## src/rtl/rtr_sched_pkg.sv

```systemverilog
// Shared types and constants for the per-output-port switch scheduler.
package rtr_sched_pkg;

  typedef enum logic {
    IDLE   = 1'b0,
    LOCKED = 1'b1
  } lock_e;

  localparam int ERR_BODY_UNLOCKED = 0;
  localparam int ERR_HEAD_LOCKED   = 1;
  localparam int ERR_SEL_ONEHOT    = 2;
  localparam int num_err           = 3;

endpackage

```

## src/rtl/rtr_sched_rr_arb.sv

```systemverilog
// Combinational round-robin arbiter: grants the first eligible requester at
// or after the one-hot priority position, wrapping around.
module rtr_sched_rr_arb #(
  parameter int n = 5
) (
  input  logic [n-1:0] elig,
  input  logic [n-1:0] prio,
  output logic [n-1:0] gnt
);

  logic [2*n-1:0] dbl;
  logic [2*n-1:0] dgnt;

  // Doubling the request vector lets a single subtract find the first set
  // bit at or above prio, including the wrapped-around copy.
  always_comb begin
    dbl  = {elig, elig};
    dgnt = dbl & ~(dbl - {{n{1'b0}}, prio});
    gnt  = dgnt[n-1:0] | dgnt[2*n-1:n];
  end

endmodule

```

## src/rtl/rtr_op_sw_sched.sv

```systemverilog
// Per-output-port switch scheduler: wormhole lock, credit-gated round-robin
// grant and a one-stage flit register toward the output port controller.
module rtr_op_sw_sched
  import rtr_sched_pkg::*;
#(
  parameter int num_ports            = 5,
  parameter int num_vcs              = 4,
  parameter bit error_capture_sticky = 1'b1
) (
  input  logic                         clk,
  input  logic                         reset,
  input  logic [num_ports-1:0]         req_ip,
  input  logic [num_ports-1:0]         req_head_ip,
  input  logic [num_ports-1:0]         req_tail_ip,
  input  logic [num_ports*num_vcs-1:0] req_sel_ip_ovc,
  input  logic [num_vcs-1:0]           full_ovc,
  input  logic [num_vcs-1:0]           almost_full_ovc,
  output logic [num_ports-1:0]         gnt_ip,
  output logic                         flit_valid_out,
  output logic                         flit_head_out,
  output logic                         flit_tail_out,
  output logic [num_vcs-1:0]           flit_sel_out_ovc,
  output logic                         locked_out,
  output logic                         error
);

  logic [num_ports-1:0][num_vcs-1:0] port_sel;
  logic [num_vcs-1:0]                cred_ok;
  logic [num_ports-1:0]              elig, gnt, is_owner, e_body, e_head, e_sel;

  lock_e                lock_q, lock_d;
  logic [num_ports-1:0] lock_ip_q, lock_ip_d;
  logic [num_ports-1:0] prio_q, prio_d;
  logic                 vld_q, vld_d, head_q, head_d, tail_q, tail_d;
  logic [num_vcs-1:0]   sel_q, sel_d;
  logic [num_err-1:0]   err_q, err_d, err_now;

  assign port_sel = req_sel_ip_ovc;

  // A VC on its last credit cannot take a second flit while the pipe
  // register already holds one headed to it.
  assign cred_ok = ~full_ovc & ~(almost_full_ovc & {num_vcs{vld_q}} & sel_q);

  always_comb begin
    is_owner = '0;
    e_body   = '0;
    e_head   = '0;
    e_sel    = '0;
    elig     = '0;
    for (int p = 0; p < num_ports; p++) begin
      is_owner[p] = (lock_q == LOCKED) && lock_ip_q[p];
      e_body[p]   = req_ip[p] & ~req_head_ip[p] & ~is_owner[p];
      e_head[p]   = req_ip[p] & req_head_ip[p] & is_owner[p];
      e_sel[p]    = req_ip[p] & ~$onehot(port_sel[p]);
      elig[p]     = req_ip[p] & (|(port_sel[p] & cred_ok))
                  & ~e_body[p] & ~e_head[p] & ~e_sel[p]
                  & ((lock_q == IDLE) ? req_head_ip[p] : is_owner[p]);
    end
  end

  rtr_sched_rr_arb #(.n(num_ports)) u_arb (
    .elig (elig),
    .prio (prio_q),
    .gnt  (gnt)
  );

  always_comb begin
    vld_d  = |gnt;
    head_d = |(gnt & req_head_ip);
    tail_d = |(gnt & req_tail_ip);
    sel_d  = '0;
    for (int p = 0; p < num_ports; p++)
      if (gnt[p]) sel_d = sel_d | port_sel[p];

    lock_d    = lock_q;
    lock_ip_d = lock_ip_q;
    prio_d    = prio_q;
    if (vld_d) begin
      if (lock_q == IDLE && head_d && !tail_d) begin
        lock_d    = LOCKED;
        lock_ip_d = gnt;
      end else if (lock_q == LOCKED && tail_d) begin
        lock_d    = IDLE;
        lock_ip_d = '0;
      end
      // Pointer only advances on packet completion, so a packet's body
      // flits never cost another port its turn.
      if (tail_d) prio_d = {gnt[num_ports-2:0], gnt[num_ports-1]};
    end

    err_now                    = '0;
    err_now[ERR_BODY_UNLOCKED] = |e_body;
    err_now[ERR_HEAD_LOCKED]   = |e_head;
    err_now[ERR_SEL_ONEHOT]    = |e_sel;
    err_d = error_capture_sticky ? (err_q | err_now) : err_now;
  end

  always_ff @(posedge clk or negedge reset) begin
    if (!reset) begin
      lock_q    <= IDLE;
      lock_ip_q <= '0;
      prio_q    <= num_ports'(1);
      vld_q     <= 1'b0;
      head_q    <= 1'b0;
      tail_q    <= 1'b0;
      sel_q     <= '0;
      err_q     <= '0;
    end else begin
      lock_q    <= lock_d;
      lock_ip_q <= lock_ip_d;
      prio_q    <= prio_d;
      vld_q     <= vld_d;
      head_q    <= head_d;
      tail_q    <= tail_d;
      sel_q     <= sel_d;
      err_q     <= err_d;
    end
  end

  assign gnt_ip           = gnt;
  assign flit_valid_out   = vld_q;
  assign flit_head_out    = head_q;
  assign flit_tail_out    = tail_q;
  assign flit_sel_out_ovc = sel_q;
  assign locked_out       = (lock_q == LOCKED);
  assign error            = |err_q;

endmodule

```

## config.mk

```make
export PLATFORM = sky130hd
export DESIGN_NAME = rtr_op_sw_sched
export DESIGN_NICKNAME = d
export VERILOG_FILES = /design/src/rtl/rtr_sched_pkg.sv /design/src/rtl/rtr_sched_rr_arb.sv /design/src/rtl/rtr_op_sw_sched.sv
export SDC_FILE = /design/constraint.sdc
export NUM_CORES = 1
export LEC_CHECK = 0
export CORE_MARGIN = 1
export CORE_UTILIZATION = 44
export CTS_BUF_LIST = sky130_fd_sc_hd__clkbuf_4 sky130_fd_sc_hd__clkbuf_8
export CTS_CLUSTER_DIAMETER = 60
export DETAILED_ROUTE_END_ITERATION = 8
export GPL_TIMING_DRIVEN = 0
export PLACE_DENSITY = 0.79
export SLEW_MARGIN = 20
export SYNTH_ARGS = -nofsm -noshare
export SYNTH_HDL_FRONTEND = slang
export SYNTH_HIERARCHICAL = 1
export SYNTH_SLANG_ARGS = --single-unit
```

## constraint.sdc

```tcl
create_clock -name clk -period 4.1 [get_ports clk]
set_clock_uncertainty 0.15 [all_clocks]
set_input_delay 0.82 -clock clk [delete_from_list [all_inputs] [get_ports clk]]
set_output_delay 0.82 -clock clk [all_outputs]
set_load 0.005 [all_outputs]
```

== After elaboration in Yosys (flattened, before gate mapping) ==
Index checks and enable logic that the tools add are counted.
Widths: inputs -> output; s select.

* Flip-flop bits (word level): 21
* Bits of input ports: 45
* Output and inout port bits: 14
* Logic and storage cells: 168

* Add/subtract/negate cells: 16
* Equality and inequality tests: 5
* Muxes and demuxes: 14
* Bitwise operators: 101
* Reduce and logical (&&, ||, !) cells: 24

{| class="wikitable"
|+ Operator list
! cell !! count
|-
| $and 1x1->1 || 50
|-
| $and 4x4->4 || 8
|-
| $not 1->1 || 31
|-
| $reduce_or 5->1 || 6
|-
| $add 1x1->2 || 10
|-
| $mux 4 || 5
|-
| $reduce_or 4->1 || 5
|-
| $or 4x4->4 || 4
|-
| $add 2x2->3 || 5
|-
| $eq 3x1->1 const B || 5
|-
| $and 10x10->10 || 1
|-
| $and 5x5->5 || 2
|-
| $mux 5 || 2
|-
| $not 10->10 || 1
|-
| $sub 10x5->10 || 1
|-
| $logic_and 1x1->1 || 8
|-
| $not 4->4 || 2
|-
| $mux 1 || 7
|-
| $or 5x5->5 || 1
|-
| $reduce_and 2->1 || 2
|-
| $or 3x3->3 || 1
|-
| $reduce_or 3->1 || 1
|-
| $reduce_bool 2->1 || 1
|-
| $logic_not 1->1 || 1
|}

== Longest topological paths before layout ==
Gate-level depths: netlist of the first run.

* Depth in word-level cells: 24
* Depth in mapped cells: 20
* Gate-level depth less buffers: 19

== Modules after synthesis ==
The synthesis of the first run kept the hierarchy.

{| class="wikitable"
|+ By module, submodules not included
! module !! times used !! cells each !! area each (um2) !! sequential area each (um2)
|-
| rtr_op_sw_sched || 1 || 195 || 1,676.6 || 526.8
|-
| rtr_sched_rr_arb || 1 || 41 || 287.8 || 0.0
|}

== Least setup slack after synthesis of the first run ==
Ideal clock, no wire load.

* Path type: input to register
* From: input port req_sel_ip_ovc[0]
* To: register lock_ip_q[0]
* Data arrival time: 4,400 ps
* Required time: 3,828 ps
* Path slack: -571 ps
* Cell stages on the path: 20
* Path buffers: 2
* Cell sequence: inv_1 -> fa_1 -> inv_1 -> ha_1 -> ha_1 -> nor2_1 -> nand4_1 -> a21oi_1 -> nand2b_1 -> fa_1 -> and3_4 -> o21ai_1 -> inv_1 -> a211o_1 -> buf_6 -> a222oi_1 -> nand2_1 -> or2_0 -> buf_2 -> a32o_1

* Longest elaborated chain between the ends: 18
* Elaborated cells on any way between the ends: 29
* Those cells by class: add/sub: 3; eq/ne: 1; mux: 1; bitwise: 14; reduce/logical: 10

{| class="wikitable"
|+ Ends and longest elaborated chain
! element !! RTL line !! source
|-
| start: declaration || rtr_op_sw_sched.sv:15 || <nowiki>input logic [num_ports*num_vcs-1:0] req_sel_ip_ovc,</nowiki>
|-
| $add 1x1->2 (not written as such) || rtr_op_sw_sched.sv:54 || <nowiki>e_sel[p] = req_ip[p] & ~$onehot(port_sel[p]);</nowiki>
|-
| $add 2x2->3 (not written as such) || rtr_op_sw_sched.sv:54 ||
|-
| $eq 3x1->1 || rtr_op_sw_sched.sv:54 ||
|-
| $not 1->1 || rtr_op_sw_sched.sv:54 ||
|-
| $and 1x1->1 || rtr_op_sw_sched.sv:54 ||
|-
| $not 1->1 || rtr_op_sw_sched.sv:56 || <nowiki>& ~e_body[p] & ~e_head[p] & ~e_sel[p]</nowiki>
|-
| $and 1x1->1 * || rtr_op_sw_sched.sv:56 ||
|-
| $and 1x1->1 * || rtr_op_sw_sched.sv:57 || <nowiki>& ((lock_q == IDLE) ? req_head_ip[p] : is_owner[p]);</nowiki>
|-
| named net elig[0] || rtr_op_sw_sched.sv:29 || <nowiki>logic [num_ports-1:0] elig, gnt, is_owner, e_body, e_head, e_sel;</nowiki>
|-
| [3 not listed] || -- ||
|-
| $or 5x5->5 * || rtr_sched_rr_arb.sv:19 || <nowiki>gnt = dgnt[n-1:0] | dgnt[2*n-1:n];</nowiki>
|-
| named net gnt_ip[4] || rtr_op_sw_sched.sv:18 || <nowiki>output logic [num_ports-1:0] gnt_ip,</nowiki>
|-
| $and 5x5->5 * || rtr_op_sw_sched.sv:69 || <nowiki>head_d = |(gnt & req_head_ip);</nowiki>
|-
| $reduce_or 5->1 * || rtr_op_sw_sched.sv:69 ||
|-
| named net head_d || rtr_op_sw_sched.sv:34 || <nowiki>logic vld_q, vld_d, head_q, head_d, tail_q, tail_d;</nowiki>
|-
| $logic_and 1x1->1 * (2 in a row) || rtr_op_sw_sched.sv:79 || <nowiki>if (lock_q == IDLE && head_d && !tail_d) begin</nowiki>
|-
| $reduce_bool 2->1 (no source line) || -- ||
|-
| $reduce_and 2->1 (no source line) || -- ||
|-
| end signal: assignment || rtr_op_sw_sched.sv:110 || <nowiki>lock_ip_q <= lock_ip_d;</nowiki>
|-
| end: declaration || rtr_op_sw_sched.sv:32 || <nowiki>logic [num_ports-1:0] lock_ip_q, lock_ip_d;</nowiki>
|}

The timed path passes the listed nets; every way through them passes the cells marked *.
A chain may end at the register's enable or synchronous reset.

== Worst setup path after layout of the first run ==
* From: input port req_sel_ip_ovc[1]
* To: output port gnt_ip[4]

* Longest elaborated chain between the ends: 12
* Elaborated cells on any way between the ends: 17
* Those cells by class: add/sub: 3; eq/ne: 1; bitwise: 12; reduce/logical: 1

{| class="wikitable"
|+ Ends and longest elaborated chain
! element !! RTL line !! source
|-
| $add 1x1->2 (not written as such) || rtr_op_sw_sched.sv:54 ||
|-
| $add 2x2->3 (not written as such) || rtr_op_sw_sched.sv:54 ||
|-
| $eq 3x1->1 || rtr_op_sw_sched.sv:54 ||
|-
| $not 1->1 || rtr_op_sw_sched.sv:54 ||
|-
| $and 1x1->1 || rtr_op_sw_sched.sv:54 ||
|-
| $not 1->1 || rtr_op_sw_sched.sv:56 ||
|-
| $and 1x1->1 * || rtr_op_sw_sched.sv:56 ||
|-
| $and 1x1->1 * || rtr_op_sw_sched.sv:57 ||
|-
| named net elig[0] || rtr_op_sw_sched.sv:29 ||
|-
| $sub 10x5->10 * || rtr_sched_rr_arb.sv:18 || <nowiki>dgnt = dbl & ~(dbl - {{n{1'b0}}, prio});</nowiki>
|-
| $not 10->10 * || rtr_sched_rr_arb.sv:18 ||
|-
| $and 10x10->10 * || rtr_sched_rr_arb.sv:18 ||
|-
| $or 5x5->5 * || rtr_sched_rr_arb.sv:19 ||
|-
| end: declaration || rtr_op_sw_sched.sv:18 ||
|}

Marks and branches as above.

==> run summary, run 1 <==
worst hold path class: reg2reg
fin crit share: 116%
count of warnings emitted by yosys: 6
violations in the final reports: negative setup slack
leading register cell type out of synthesis: dfrtp_1
worst max-slew margin expressed relative to the limit: 53.8%
floorplan die width: 68.8 microns
top cells by count, synth: inv_1 (37), nand2_1 (34), dfrtp_1 (20)
first-pass iteration count of the detailed router: 6
Worst Max-Slew Pin Slew: 689 ps
Die Outline Area: 4740 sq um
CP max stage delay: 550 ps
Synth cell types: 44
power per unit of standard cell area: 315 nW/um^2
pin count of the biggest net entering global routing: 22
netlist area before placement: 1960 sq um
peak supply drop: 0.298 mV
final-report setup violation count: 20
Hold Fails Final Rpt: 0
CTS Buf Count: 3
# H-tree levels: 1
slack of the worst reg-to-reg path: -60 ps
Setup crit end kind: output pin
top cell type by total area after synthesis: dfrtp_1
RSZ-0062 raised after global routing: true
mean post-synth cell area: 8.32 sq um
critical path arrival: 3770 ps
DRC Markers: 0
synthesis-stage register bit count: 21
list of cells traversed by the critical path: buf_8 > inv_4 > fa_1 > inv_2 > ha_4 > ha_4 > nor2_2 > nand4_1 > a21oi_2 > nand2b_4 > fa_2 > and3_4 > or3b_4 > a21oi_2 > a211o_1 > buf_2
nets in the synthesized netlist: 301
startpoint of the most critical setup path: req_sel_ip_ovc[1]
RD Place Congestion: 0.842
largest cells by area after synthesis: dfrtp_1 (25%), ha_1 (8.9%), inv_1 (7.1%), a22oi_1 (6.9%), nand2_1 (6.5%)
hold endpoint: err_q[1]
worst-path maximum fanout: 3
max-cap viol count: 0
share of synthesized flip-flops with an asynchronous set or reset: 100%
die extent in y: 68.8 microns
Filler Cells Inserted: 272
initial drt markers: 408
number of cells on the worst reg-to-reg path: 17
vias in the first global route: 2331
maximum buffer depth of the clock tree: 2
leak pwr: 1.53 nW
count of final max-slew check failures: 0
CTS tree: yes
top-area cell type share of the netlist area: 25.5%
f_max: 211 MHz
Required @ worst endpoint: 3130 ps
Layout Cell Area excl Fill: 3270 sq um
half-perimeter wire length after placement: 4400 microns
share of layout cells above drive strength 1: 38.5%
total vias in the final route: 2464
global route total overflow: 0
final-layout setup total negative slack: -6650 ps
run status: finished, violations left
# hold bufs at CTS: 0
IO Count: 59
Min-Delay Path Depth: 1
sequential element share of the synthesized area: 26.8%
core region area: 4140 sq um
I/O Buffers: 58
beginning of the worst register-to-register path: locked_out
post-placement cell area: 2720 sq um
standard cell with the maximum stage delay on the critical path: fa_1
global-route usage over all layers: 33.9%
count of nets left with antenna violations after detail routing: 0
clock-pin slew on the worst setup and hold paths: 80 ps
Root Buffer: clkbuf_8
number of antenna cells inserted: 0
Clock Latency Late Sink: 280 ps
startpoint-to-endpoint class of the critical path: in2out
Avg Vias per Cell: 6.32
number of standard cells after synthesis: 236
area added between synthesis and finish: 66.5%
least setup slack across all paths after layout: -640 ps
wire per inst: 20.8 microns
area of all sequential standard cells: 527 sq um
area taken by multi-input logic gates: 1500 sq um
drt total wl: 8120 microns
launch point of the worst hold path: err_q[1]
CP Launch Type: input pin
reg-to-reg endpoint: lock_ip_q[4]
number of synthesized flops with an enable pin: 0
Initial Utilization: 47.4%
post-layout minimum cycle time: 4740 ps
CTS sink cnt: 21
number of antenna violations at the first check in global routing: 0
most frequent cell after synthesis: inv_1
first-pass GRT wire length: 11400 microns
Final nets: 406
cell row count: 23
[cells in the final DEF (no fill, tap or decap), types with 6 or more instances in the layout]
| cell | count |
|---|---|
| ha_4 | 10 |
| nand2_1 | 32 |
| dfrtp_1 | 20 |
| clkdlybuf4s50_1 | 37 |
| buf_4 | 44 |
| o21ai_0 | 6 |
| buf_6 | 13 |
| inv_1 | 25 |
| a22oi_1 | 18 |
| inv_2 | 6 |
| buf_2 | 6 |
| nand4_1 | 6 |
[layer usage]
metal  up-vias  routed length [microns]  share of wire (%)  track usage, %
met5         -                        0                  0               0
met4         0                      445                5.5            20.2
met3        57                      697                8.6            7.73
met2       183                     3750                 46            56.9
met1      1161                     3230                 40            39.2
li1       1063                        -                  -               -
[registers in the layout, summed over array words and instances, names as in the netlist]
name and flops:
flit_tail_out 1, err_q 3, prio_q 5, lock_ip_q 5, locked_out 1, flit_head_out 1, flit_sel_out_ovc 4, flit_valid_out 1
[timing repair]
action / 4_1_cts / 5_1_grt
pin swaps: 37 / 25
resized for setup: 130 / 20
setup buffers: 39 / 6
endpoints found under the setup margin: 23 / 22
[power breakdown]
group,internal [mW],switching [mW],total [mW]
Clock,0.0691,0.0824,0.151
Sequential,0.239,0.0290,0.268
Combinational,0.313,0.298,0.611
Total,0.621,0.410,1.03
[cells by family (layout without fill, tap and decap cells)]
group / Yosys count / after routing / synth area share [%]
AOI/OAI and AO/OA: 65 / 65 / 23.6
xor gates and xnor gates: 2 / 2 / 0.892
adders and majority gates: 20 / 20 / 15.0
buffers and inverters: 46 / 150 / 11.1
DFF: 21 / 21 / 26.8
muxes: 5 / 5 / 2.87
and+or+nand+nor: 77 / 77 / 19.6
[worst max-delay path: cells and delay by family]
| kind | cells | cell delay, ps |
|---|---|---|
| AND/OR/NAND/NOR | 5 | 910 |
| adder cells (fa/ha/maj) | 4 | 1350 |
| AO/OA/AOI/OAI | 3 | 390 |
| buffers and inverters | 4 | 280 |
[metrics by stage]
stage | util [%] | setup slack (ps) | power [mW] | std cells | hold WS, ps
after floorplan | - | -309 | 0.524 | 236 | 271
after global placement | 65.6 | -1420 | 0.671 | 344 | 281
after detailed placement | 65.6 | -1420 | 0.681 | 344 | 290
after CTS | 77.3 | -494 | 0.957 | 386 | 310
after global routing | 78.9 | -712 | 1.08 | 390 | 326
final | 78.9 | -640 | 1.03 | 390 | 306
[final cells by class]
class | count | share of cell area, %
Multi-Input combinational cell | 169 | 45.7
Timing Repair Buffer | 101 | 27.7
Sequential cell | 21 | 16.1
Inverter | 37 | 4.93
Buffer | 8 | 2.18
Tap cell | 50 | 1.91
Clock buffer | 3 | 1.26
Clock inverter | 1 | 0.230
[worst max-delay path by stage]
| stage | to | slack (ps) | cells past startpoint |
|---|---|---|---|
| 3_3_place_gp | gnt_ip[4] | -1420 | 16 |
| 3_5_place_dp | gnt_ip[4] | -1420 | 15 |
| 2_1_floorplan | lock_ip_q[0] | -310 | 20 |
| 6_report | gnt_ip[4] | -640 | 16 |
| 4_1_cts | gnt_ip[4] | -490 | 15 |
| 5_1_grt | lock_ip_q[4] | -710 | 20 |
Power figures use the tool's default switching activity.
==> run 2, diff against run 1 <==
Settings changed: CTS_CLUSTER_DIAMETER 60 to 30, SLEW_MARGIN 20 to not set.
==> run summary, run 2 (synthesis results as in run 1) <==
CTS sink cnt: 21 (unchanged)
peak supply drop: 0.299 mV (+0.16%)
worst max-slew margin expressed relative to the limit: 28.4% (-25 points)
share of layout cells above drive strength 1: 38.2% (-0.29 points)
post-placement cell area: 2720 sq um (unchanged)
RD Place Congestion: 0.842 (unchanged)
drt total wl: 8160 microns (+0.58%)
DRC Markers: 0 (unchanged)
area added between synthesis and finish: 66.8%
maximum buffer depth of the clock tree: 2 (unchanged)
final-report setup violation count: 19 (-5.0%)
half-perimeter wire length after placement: 4400 microns (unchanged)
core region area: 4140 sq um (unchanged)
leak pwr: 1.53 nW (about the same)
IO Count: 59 (unchanged)
# H-tree levels: 1 (unchanged)
max-cap viol count: 0 (unchanged)
floorplan die width: 68.8 microns (unchanged)
sum of met3 wire segment lengths after detailed routing: 760 microns (+9.0%)
CTS tree: yes
worst hold path class: reg2reg
total chip power: 1.03 mW (+0.29%)
Min-Delay Path Depth: 1 (unchanged)
Final nets: 406 (unchanged)
area taken by multi-input logic gates: 1500 sq um (unchanged)
die extent in y: 68.8 microns (unchanged)
Required @ worst endpoint: 3130 ps (about the same)
Root Buffer: clkbuf_8
Layout Cell Area excl Fill: 3280 sq um (+0.15%)
power per unit of standard cell area: 316 nW/um^2 (+0.13%)
slack of the worst reg-to-reg path: -50 ps (about the same)
RSZ-0062 raised after global routing: true
fin crit share: 115% (-0.34 points)
launch point of the worst hold path: err_q[1]
Fin Hold WS: 306 ps (+0.113 ps)
beginning of the worst register-to-register path: locked_out
number of antenna violations at the first check in global routing: 0 (unchanged)
CP Launch Type: input pin
Filler Cells Inserted: 272 (unchanged)
met2 routed WL: 3770 microns (+0.51%)
final-layout setup total negative slack: -6430 ps (+217 ps)
Util after Layout: 79.0% (+0.12 points)
CTS Buf Count: 3 (unchanged)
total vias in the final route: 2450 (-0.57%)
met1 routed wirelength after detailed routing: 3210 microns (-0.37%)
area of all sequential standard cells: 527 sq um (unchanged)
worst-path maximum fanout: 3 (unchanged)
global-route usage over all layers: 33.9% (unchanged)
global route total overflow: 0 (unchanged)
Worst Max-Slew Pin Slew: 1070 ps (+381 ps)
Setup crit end kind: output pin
I/O Buffers: 58 (unchanged)
Die Outline Area: 4740 sq um (unchanged)
startpoint-to-endpoint class of the critical path: in2out
count of final max-slew check failures: 0 (unchanged)
commonest non-fill, non-tap cell in the layout: buf_4
commonest cells after routing, fill and taps aside: buf_4 (44), clkdlybuf4s50_1 (38), nand2_1 (32), inv_1 (25), dfrtp_1 (20)
number of antenna cells inserted: 0 (unchanged)
count of nets left with antenna violations after detail routing: 0 (unchanged)
post-layout minimum cycle time: 4730 ps (-13.8 ps)
Initial Utilization: 47.4% (unchanged)
Clock Latency Late Sink: 280 ps (about the same)
initial drt markers: 408 (unchanged)
first-pass GRT wire length: 11400 microns (unchanged)
least setup slack across all paths after layout: -626 ps (+13.8 ps)
violations in the final reports: negative setup slack
Hold Fails Final Rpt: 0 (unchanged)
Avg Vias per Cell: 6.28 (-0.57%)
clock-pin slew on the worst setup and hold paths: 90 ps (about the same)
cell row count: 23 (unchanged)
first-pass iteration count of the detailed router: 7 (+1)
startpoint of the most critical setup path: req_sel_ip_ovc[4]
vias in the first global route: 2331 (unchanged)
critical path arrival: 3760 ps (about the same)
Highest Signal Layer: met4
number of cells on the worst reg-to-reg path: 17 (unchanged)
pin count of the biggest net entering global routing: 22 (unchanged)
wire per inst: 20.9 microns (+0.58%)
run status: finished, violations left
f_max: 212 MHz (+0.29%)
## run 2: cell count changes in the layout (fill, tap and decap cells not counted)
cell	delta
clkdlybuf4s50_1	+1
buf_2	-1
## run 2: final timing paths
path                                             to
worst max-delay path                      gnt_ip[4]
worst min-delay path                       err_q[1]
worst max register to register         lock_ip_q[4]
worst min register to register             err_q[1]
max in group asynchronous                  err_q[0]
min in group asynchronous       flit_sel_out_ovc[1]
## run 2: routing by layer
layer,vias to the layer above,track usage [%]
met4,0,20.2
met2,188,56.9
met3,57,7.73
met5,-,0
li1,1063,-
met1,1142,39.2
## run 2: cell type report
cell class | count | area share [%]
clock inverters | 1 | 0.229
clock buffers | 3 | 1.26
well taps | 50 | 1.91
flip-flops and latches | 21 | 16.1
repair buffers | 101 | 27.8
plain buffers | 8 | 2.18
multi-input cells | 169 | 45.6
inverters | 37 | 4.93
## run 2: worst max-delay path: stages
cell,delay (ps)
buf_8,80
inv_4,30
fa_1,530
inv_1,50
ha_2,190
ha_4,270
nor2_4,40
nand4_1,150
a21oi_4,70
buf_6,140
buf_4,120
buf_4,140
nor4_4,350
nand4b_1,250
a21oi_1,230
a211o_1,160
buf_2,120
## run 2: repair_timing
item	in CTS	in global routing
gates resized for setup	130	20
pin swaps	37	25
hold buffers	0	0
setup buffers	39	6
endpoints found under the setup margin	23	22
## run 2: metrics by stage
stage               worst slack (ps)  cells
floorplan                       -309    236
global placement               -1420    344
detailed placement             -1420    344
CTS                             -494    386
global route                    -712    390
finish                          -626    390
## run 2: power by group
part	total [mW]	switching, mW	leakage (nW)	internal [mW]
Clock	0.153	0.0841	0.0217	0.0691
Combinational	0.612	0.299	1.23	0.313
Sequential	0.269	0.0292	0.274	0.239
